File: config.mk
export PLATFORM = sky130hd
export DESIGN_NAME = sfx_audio_out
export DESIGN_NICKNAME = d
export VERILOG_FILES = /design/src/rtl/sfx_audio_pkg.sv /design/src/rtl/sfx_envelope.sv /design/src/rtl/sfx_audio_out.sv
export SDC_FILE = /design/constraint.sdc
export NUM_CORES = 1
export LEC_CHECK = 0
export ABC_CLOCK_PERIOD_IN_PS = 5100
export CORE_ASPECT_RATIO = 0.75
export CORE_MARGIN = 2
export CORE_UTILIZATION = 45
export DETAILED_ROUTE_END_ITERATION = 10
export SLEW_MARGIN = 20
export SYNTH_ARGS = -nofsm -noshare
export SYNTH_HDL_FRONTEND = slang
export SYNTH_SLANG_ARGS = --single-unit
File: constraint.sdc
create_clock -name clk -period 5.1 [get_ports clk]
set_input_delay 1.02 -clock clk [delete_from_list [all_inputs] [get_ports clk]]
set_output_delay 1.02 -clock clk [all_outputs]
set_load 0.005 [all_outputs]
File: src/rtl/sfx_audio_pkg.sv
// Shared types and constants for the sound-effect output stage.
package sfx_audio_pkg;

  typedef enum logic [1:0] {
    IDLE    = 2'd0,
    ATTACK  = 2'd1,
    SUSTAIN = 2'd2,
    RELEASE = 2'd3
  } env_state_t;

  localparam int         PWM_W      = 8;
  localparam logic [7:0] SAMPLE_MID = 8'd128;
  localparam logic [7:0] ENV_MAX    = 8'd255;

endpackage

File: src/rtl/sfx_envelope.sv
// Attack/sustain/release envelope driven by edges on the raw square wave.
// Release starts once no edge has been seen for IDLE_TIMEOUT cycles.
module sfx_envelope
  import sfx_audio_pkg::*;
#(
  parameter int ENV_DIV      = 256,
  parameter int IDLE_TIMEOUT = 200000,
  parameter int TO_W         = 18
) (
  input  logic       clk,
  input  logic       reset,
  input  logic       sound,
  output logic [7:0] env,
  output logic       active
);

  localparam int              DIV_W    = (ENV_DIV > 1) ? $clog2(ENV_DIV) : 1;
  localparam logic [DIV_W-1:0] DIV_LAST = DIV_W'(ENV_DIV - 1);
  localparam logic [TO_W-1:0]  TO_LIMIT = TO_W'(IDLE_TIMEOUT);

  logic             sound_d;
  logic             activity;
  logic             timeout;
  logic             tick;
  logic [TO_W-1:0]  idle_cnt;
  logic [DIV_W-1:0] div_cnt;
  env_state_t       state;
  env_state_t       state_next;
  logic [7:0]       env_next;

  assign activity = sound ^ sound_d;
  assign timeout  = (idle_cnt == TO_LIMIT);
  assign tick     = (div_cnt == DIV_LAST);

  always_ff @(posedge clk) begin
    if (reset) begin
      sound_d  <= 1'b0;
      idle_cnt <= '0;
      div_cnt  <= '0;
    end else begin
      sound_d <= sound;
      if (activity)
        idle_cnt <= '0;
      else if (!timeout)
        idle_cnt <= idle_cnt + TO_W'(1);
      div_cnt <= tick ? '0 : div_cnt + DIV_W'(1);
    end
  end

  always_ff @(posedge clk) begin
    if (reset) begin
      state  <= IDLE;
      env    <= '0;
      active <= 1'b0;
    end else begin
      state  <= state_next;
      env    <= env_next;
      active <= (state_next != IDLE);
    end
  end

  // A tick step is applied in the same cycle as any state change.
  always_comb begin
    env_next = env;
    case (state)
      IDLE:    env_next = '0;
      ATTACK:  if (tick && env != ENV_MAX) env_next = env + 8'd1;
      SUSTAIN: env_next = ENV_MAX;
      RELEASE: if (tick && env != 8'd0) env_next = env - 8'd1;
      default: env_next = '0;
    endcase
  end

  always_comb begin
    state_next = state;
    case (state)
      IDLE:    if (activity) state_next = ATTACK;
      ATTACK: begin
        if (timeout && !activity)    state_next = RELEASE;
        else if (env_next == ENV_MAX) state_next = SUSTAIN;
      end
      SUSTAIN: if (timeout && !activity) state_next = RELEASE;
      RELEASE: begin
        if (activity)              state_next = ATTACK;
        else if (env_next == 8'd0) state_next = IDLE;
      end
      default: state_next = IDLE;
    endcase
  end

endmodule

File: src/rtl/sfx_audio_out.sv
// Speaker output stage: envelope and volume shaping, offset-binary sample, PWM drive.
// The sample only changes at PWM frame boundaries, flagged by a one-cycle sample_valid.
module sfx_audio_out
  import sfx_audio_pkg::*;
#(
  parameter int ENV_DIV      = 256,
  parameter int IDLE_TIMEOUT = 200000,
  parameter int TO_W         = 18
) (
  input  logic       clk,
  input  logic       reset,
  input  logic       sound,
  input  logic [3:0] volume,
  input  logic       mute,
  output logic [7:0] sample,
  output logic       sample_valid,
  output logic       pwm_out,
  output logic       active
);

  logic [7:0]       env;
  logic [11:0]      prod;
  logic [6:0]       amp;
  logic [7:0]       sample_next;
  logic [7:0]       sample_next_q;
  logic [PWM_W-1:0] pwm_cnt;

  sfx_envelope #(
    .ENV_DIV      (ENV_DIV),
    .IDLE_TIMEOUT (IDLE_TIMEOUT),
    .TO_W         (TO_W)
  ) u_env (
    .clk    (clk),
    .reset  (reset),
    .sound  (sound),
    .env    (env),
    .active (active)
  );

  // 255*15 >> 5 = 119, so 128 +/- amp stays inside 9..247.
  assign prod = {4'd0, env} * {8'd0, volume};
  assign amp  = prod[11:5];

  always_comb begin
    sample_next = SAMPLE_MID;
    if (!mute && volume != 4'd0)
      sample_next = sound ? (SAMPLE_MID + {1'b0, amp}) : (SAMPLE_MID - {1'b0, amp});
  end

  always_ff @(posedge clk) begin
    if (reset) begin
      sample_next_q <= SAMPLE_MID;
      pwm_cnt       <= '0;
      sample        <= SAMPLE_MID;
      sample_valid  <= 1'b0;
      pwm_out       <= 1'b0;
    end else begin
      sample_next_q <= sample_next;
      pwm_cnt       <= pwm_cnt + PWM_W'(1);
      sample_valid  <= (pwm_cnt == '1);
      if (pwm_cnt == '1)
        sample <= sample_next_q;
      pwm_out <= (pwm_cnt < sample);
    end
  end

endmodule
==> summary.txt <==
Storage cell area: 0.00128 mm²
Min-delay worst type: reg -> reg
Syn Nets: 554
# setup viols final: 0
WL per Instance: 14.0 µm
LEAKAGE: 1.96 nW
Setup WS pre-CTS: -0.144 ns
Mapped cell area: 0.00418 mm²
Gp weighted congestion: 0.905
Global-route wire length before repair: 16.4 mm
Clk slew on worst S/H paths: 0.05 ns
Critical path class: in -> reg
Routed via count: 3600
CTS tree: yes
Die X-Extent: 115 µm
Max-Slew Margin vs Limit: 0.380
Residual DRC: 0
Port Buf Inserts: 18
Post-synth ARST share: 0
Skew final: 0.00403 ns
Post-Syn Area per Cell: 8.25 µm²
Die height: 87.5 µm
Via-per-instance ratio: 5.42
Post-route ant nets: 0
Post-CTS setup buffers: 0
CTS sink cnt: 64
Grt ovf: 0
Layout area overhead: 16.3%
Placeable core region: 0.00905 mm²
Post-synth cell types: 59
Largest net degree at the start of global routing: 22
Vias in the first global route: 3364
Clock Power Share: 0.509
Status: complete, no violations
Worst-skew pair later-pin latency: 0.33 ns
Crit path required time: 5.32 ns
Die area: 0.0101 mm²
Pint: 0.906 mW
Max Freq: 0.208 GHz
Root buf cell: clkbuf_16
Area of the multi-input gates: 0.00271 mm²
Setup WS post-layout: 0.283 ns
Share of layout cells above drive strength 1: 0.0858
Crit path buffers/inverters: 2
Sw power: 0.258 mW
Final Critical Period: 4.82 ns
H-tree Lvls: 3
Hold slack: 0.432 ns
Initial Util: 0.462
Crit path largest cell delay: 0.54 ns
Iteration-0 DRC Markers: 304
Hold Fails Final Rpt: 0
Ys flop type: dfxtp_1
Unrepaired setup endpoints after global routing: no
IO Pins: 19
Post-synth EDFFs: 0
Row cnt: 30
Sequential power share: 0.444
CP Capture Type: flip-flop
Synthesized flop and latch total: 64
Slew @ Worst Pin: 0.926 ns
Fin crit share: 0.945
Fin nets: 579
Part of the power in combinational logic: 0.047
Largest fanout on the critical path: 4
Fin. max-slew vios: 0
Cell family with most CP delay: adder cells
CTS buffer count: 9
Crit path arrival time: 5.04 ns
Worst IR Drop VDD: 0.000162 V
Initial antenna violation count: 0
Critical path, cell by cell: clkdlybuf4s50_1 > nand2_1 > fa_1 > inv_1 > fa_1 > ha_1 > nand4_1 > o21bai_1 > a21oi_1 > xor2_1 > ha_1 > nand3_1 > a21oi_2 > mux2i_1 > o32ai_1 > a211oi_2 > xor2_1 > nor2_1
Final wirelength: 9.33 mm
Antenna Cells: 0
CP Launch Type: primary input
Met1 global-route usage: 0.305
Yosys warning count: 0
Clock Path Buffers: 2
Gate Count Post-Synth: 507
Register area share after synthesis: 0.306
Reg2Reg Setup Slack: 0.93 ns
Total Routing Usage GR: 0.206
M3 GR Usage: 0.0515
Drt first pass iters: 5
HPWL Detailed: 6.93 mm
Slowest cell on crit path: fa_1
Filler instances: 855
Most Used Layer, Global Route: met1
Pwr/cell area: 239 mW/mm²
M2 GR Usage: 0.291
Max-cap violations: 0
Switching portion of total power: 0.222
==> worst reg2reg max path: stages, from the launching register on <==
cell and delay, ns:
dfxtp_1 0.57, nand2_1 0.14, fa_1 0.54, inv_1 0.06, fa_1 0.48, ha_1 0.36
nand4_1 0.15, o2111ai_2 0.24, xnor2_1 0.18, ha_1 0.26, nand3_1 0.11, a21oi_2 0.18
mux2i_1 0.22, o32ai_1 0.10, a211oi_2 0.25, xor2_1 0.16, nor2_1 0.05
==> flip-flops by register name, summed over array words and instances, names as in the netlist <==
register and count:
u_env.sound_d 1, pwm_cnt 8, sample_valid 1, pwm_out 1, u_env.active 1, u_env.state 2, u_env.idle_cnt 18, sample_next_q 8
sample 8, u_env.div_cnt 8, u_env.env 8
==> layout make-up <==
class	count	share of cell area
Multi-Input combinational cell	389	0.556
Sequential cell	64	0.264
Timing Repair Buffer	34	0.0618
Clock buffer	9	0.0463
Tap cell	128	0.0329
Inverter	34	0.0263
Clock inverter	6	0.0126
==> layer usage <==
layer / part of all wire / wire length (µm) / vias up
li1: - / - / 1807
met1: 0.50 / 4700 / 1690
met2: 0.42 / 3880 / 90
met3: 0.067 / 624 / 13
met4: 0.014 / 129 / 0
met5: 0 / 0 / -
==> cells in the final DEF (no fill, tap or decap), drive strengths merged, types with 8 or more instances in the layout <==
cell type      netlist  layout
nor2                63      63
inv                 34      34
o21ai               13      13
clkbuf              14       9
dfxtp               64      64
fa                  11      11
xnor2               17      17
nand2               43      43
a21oi               20      20
and2                20      20
nand3               25      25
mux2i               12      12
a21o                 8       8
buf                  6      16
nand4                8       8
nor3                14      14
xor2                20      20
or3                 10      10
and3                 8       8
ha                  28      28
clkdlybuf4s50        0      18
==> logic make-up (layout without fill, tap and decap cells) <==
| kind of cell | count (synthesis) | count (layout) | share of synthesized area |
|---|---|---|---|
| adders and majority gates | 39 | 39 | 0.136 |
| xor gates and xnor gates | 37 | 37 | 0.0775 |
| AOI/OAI and AO/OA | 78 | 78 | 0.129 |
| DFF | 64 | 64 | 0.306 |
| buffers and inverters | 54 | 83 | 0.0500 |
| muxes | 12 | 12 | 0.0287 |
| and+or+nand+nor | 223 | 223 | 0.272 |
==> power by group through the flow <==
stage,Sequential [mW],Combinational (mW),Clock (mW)
after global routing,0.517,0.0616,0.634
after floorplan,0.524,0.0348,0
after global placement,0.527,0.0528,0
final,0.516,0.0546,0.593
after CTS,0.516,0.0546,0.610
after detailed placement,0.527,0.0542,0
==> synth_stat cells (all sizes together), types with 13 or more instances <==
master | n | area share
a21oi | 20 | 0.024
and2 | 20 | 0.030
clkbuf | 14 | 0.013
dfxtp | 64 | 0.31
ha | 28 | 0.084
inv | 34 | 0.031
nand2 | 43 | 0.039
nand3 | 25 | 0.031
nor2 | 63 | 0.057
nor3 | 14 | 0.018
o21ai | 13 | 0.016
xnor2 | 17 | 0.036
xor2 | 20 | 0.042
==> worst paths after layout <==
path | from | endpoint | cells after the start
max | volume[3] | sample_next_q[6]$_SDFF_PP0_ | 18
min reg2reg | sample_next_q[7]$_SDFF_PP1_ | sample[7]$_SDFFE_PP1P_ | 1
min | sample_next_q[7]$_SDFF_PP1_ | sample[7]$_SDFFE_PP1P_ | 1
max reg2reg | u_env.env[2]$_SDFF_PP0_ | sample_next_q[6]$_SDFF_PP0_ | 16
==> metrics by stage <==
step	utilization	cell area, µm²	power (mW)	TNS [ns]	cells
after floorplan	-	4180	0.558	0	507
after global placement	0.504	4560	0.580	0	649
after detailed placement	0.504	4560	0.581	-0.144	649
after CTS	0.536	4850	1.18	0	664
after global routing	0.537	4860	1.21	0	664
final	0.537	4860	1.16	0	664
==> repair_timing <==
| item | in CTS | in global routing |
|---|---|---|
| gates resized for setup | 0 | 3 |
| setup endpoints to repair | 0 | 1 |
| hold endpoints to repair | 0 | 0 |
| hold buffers | 0 | 0 |
Note: power is estimated with default switching activity, not from simulation.
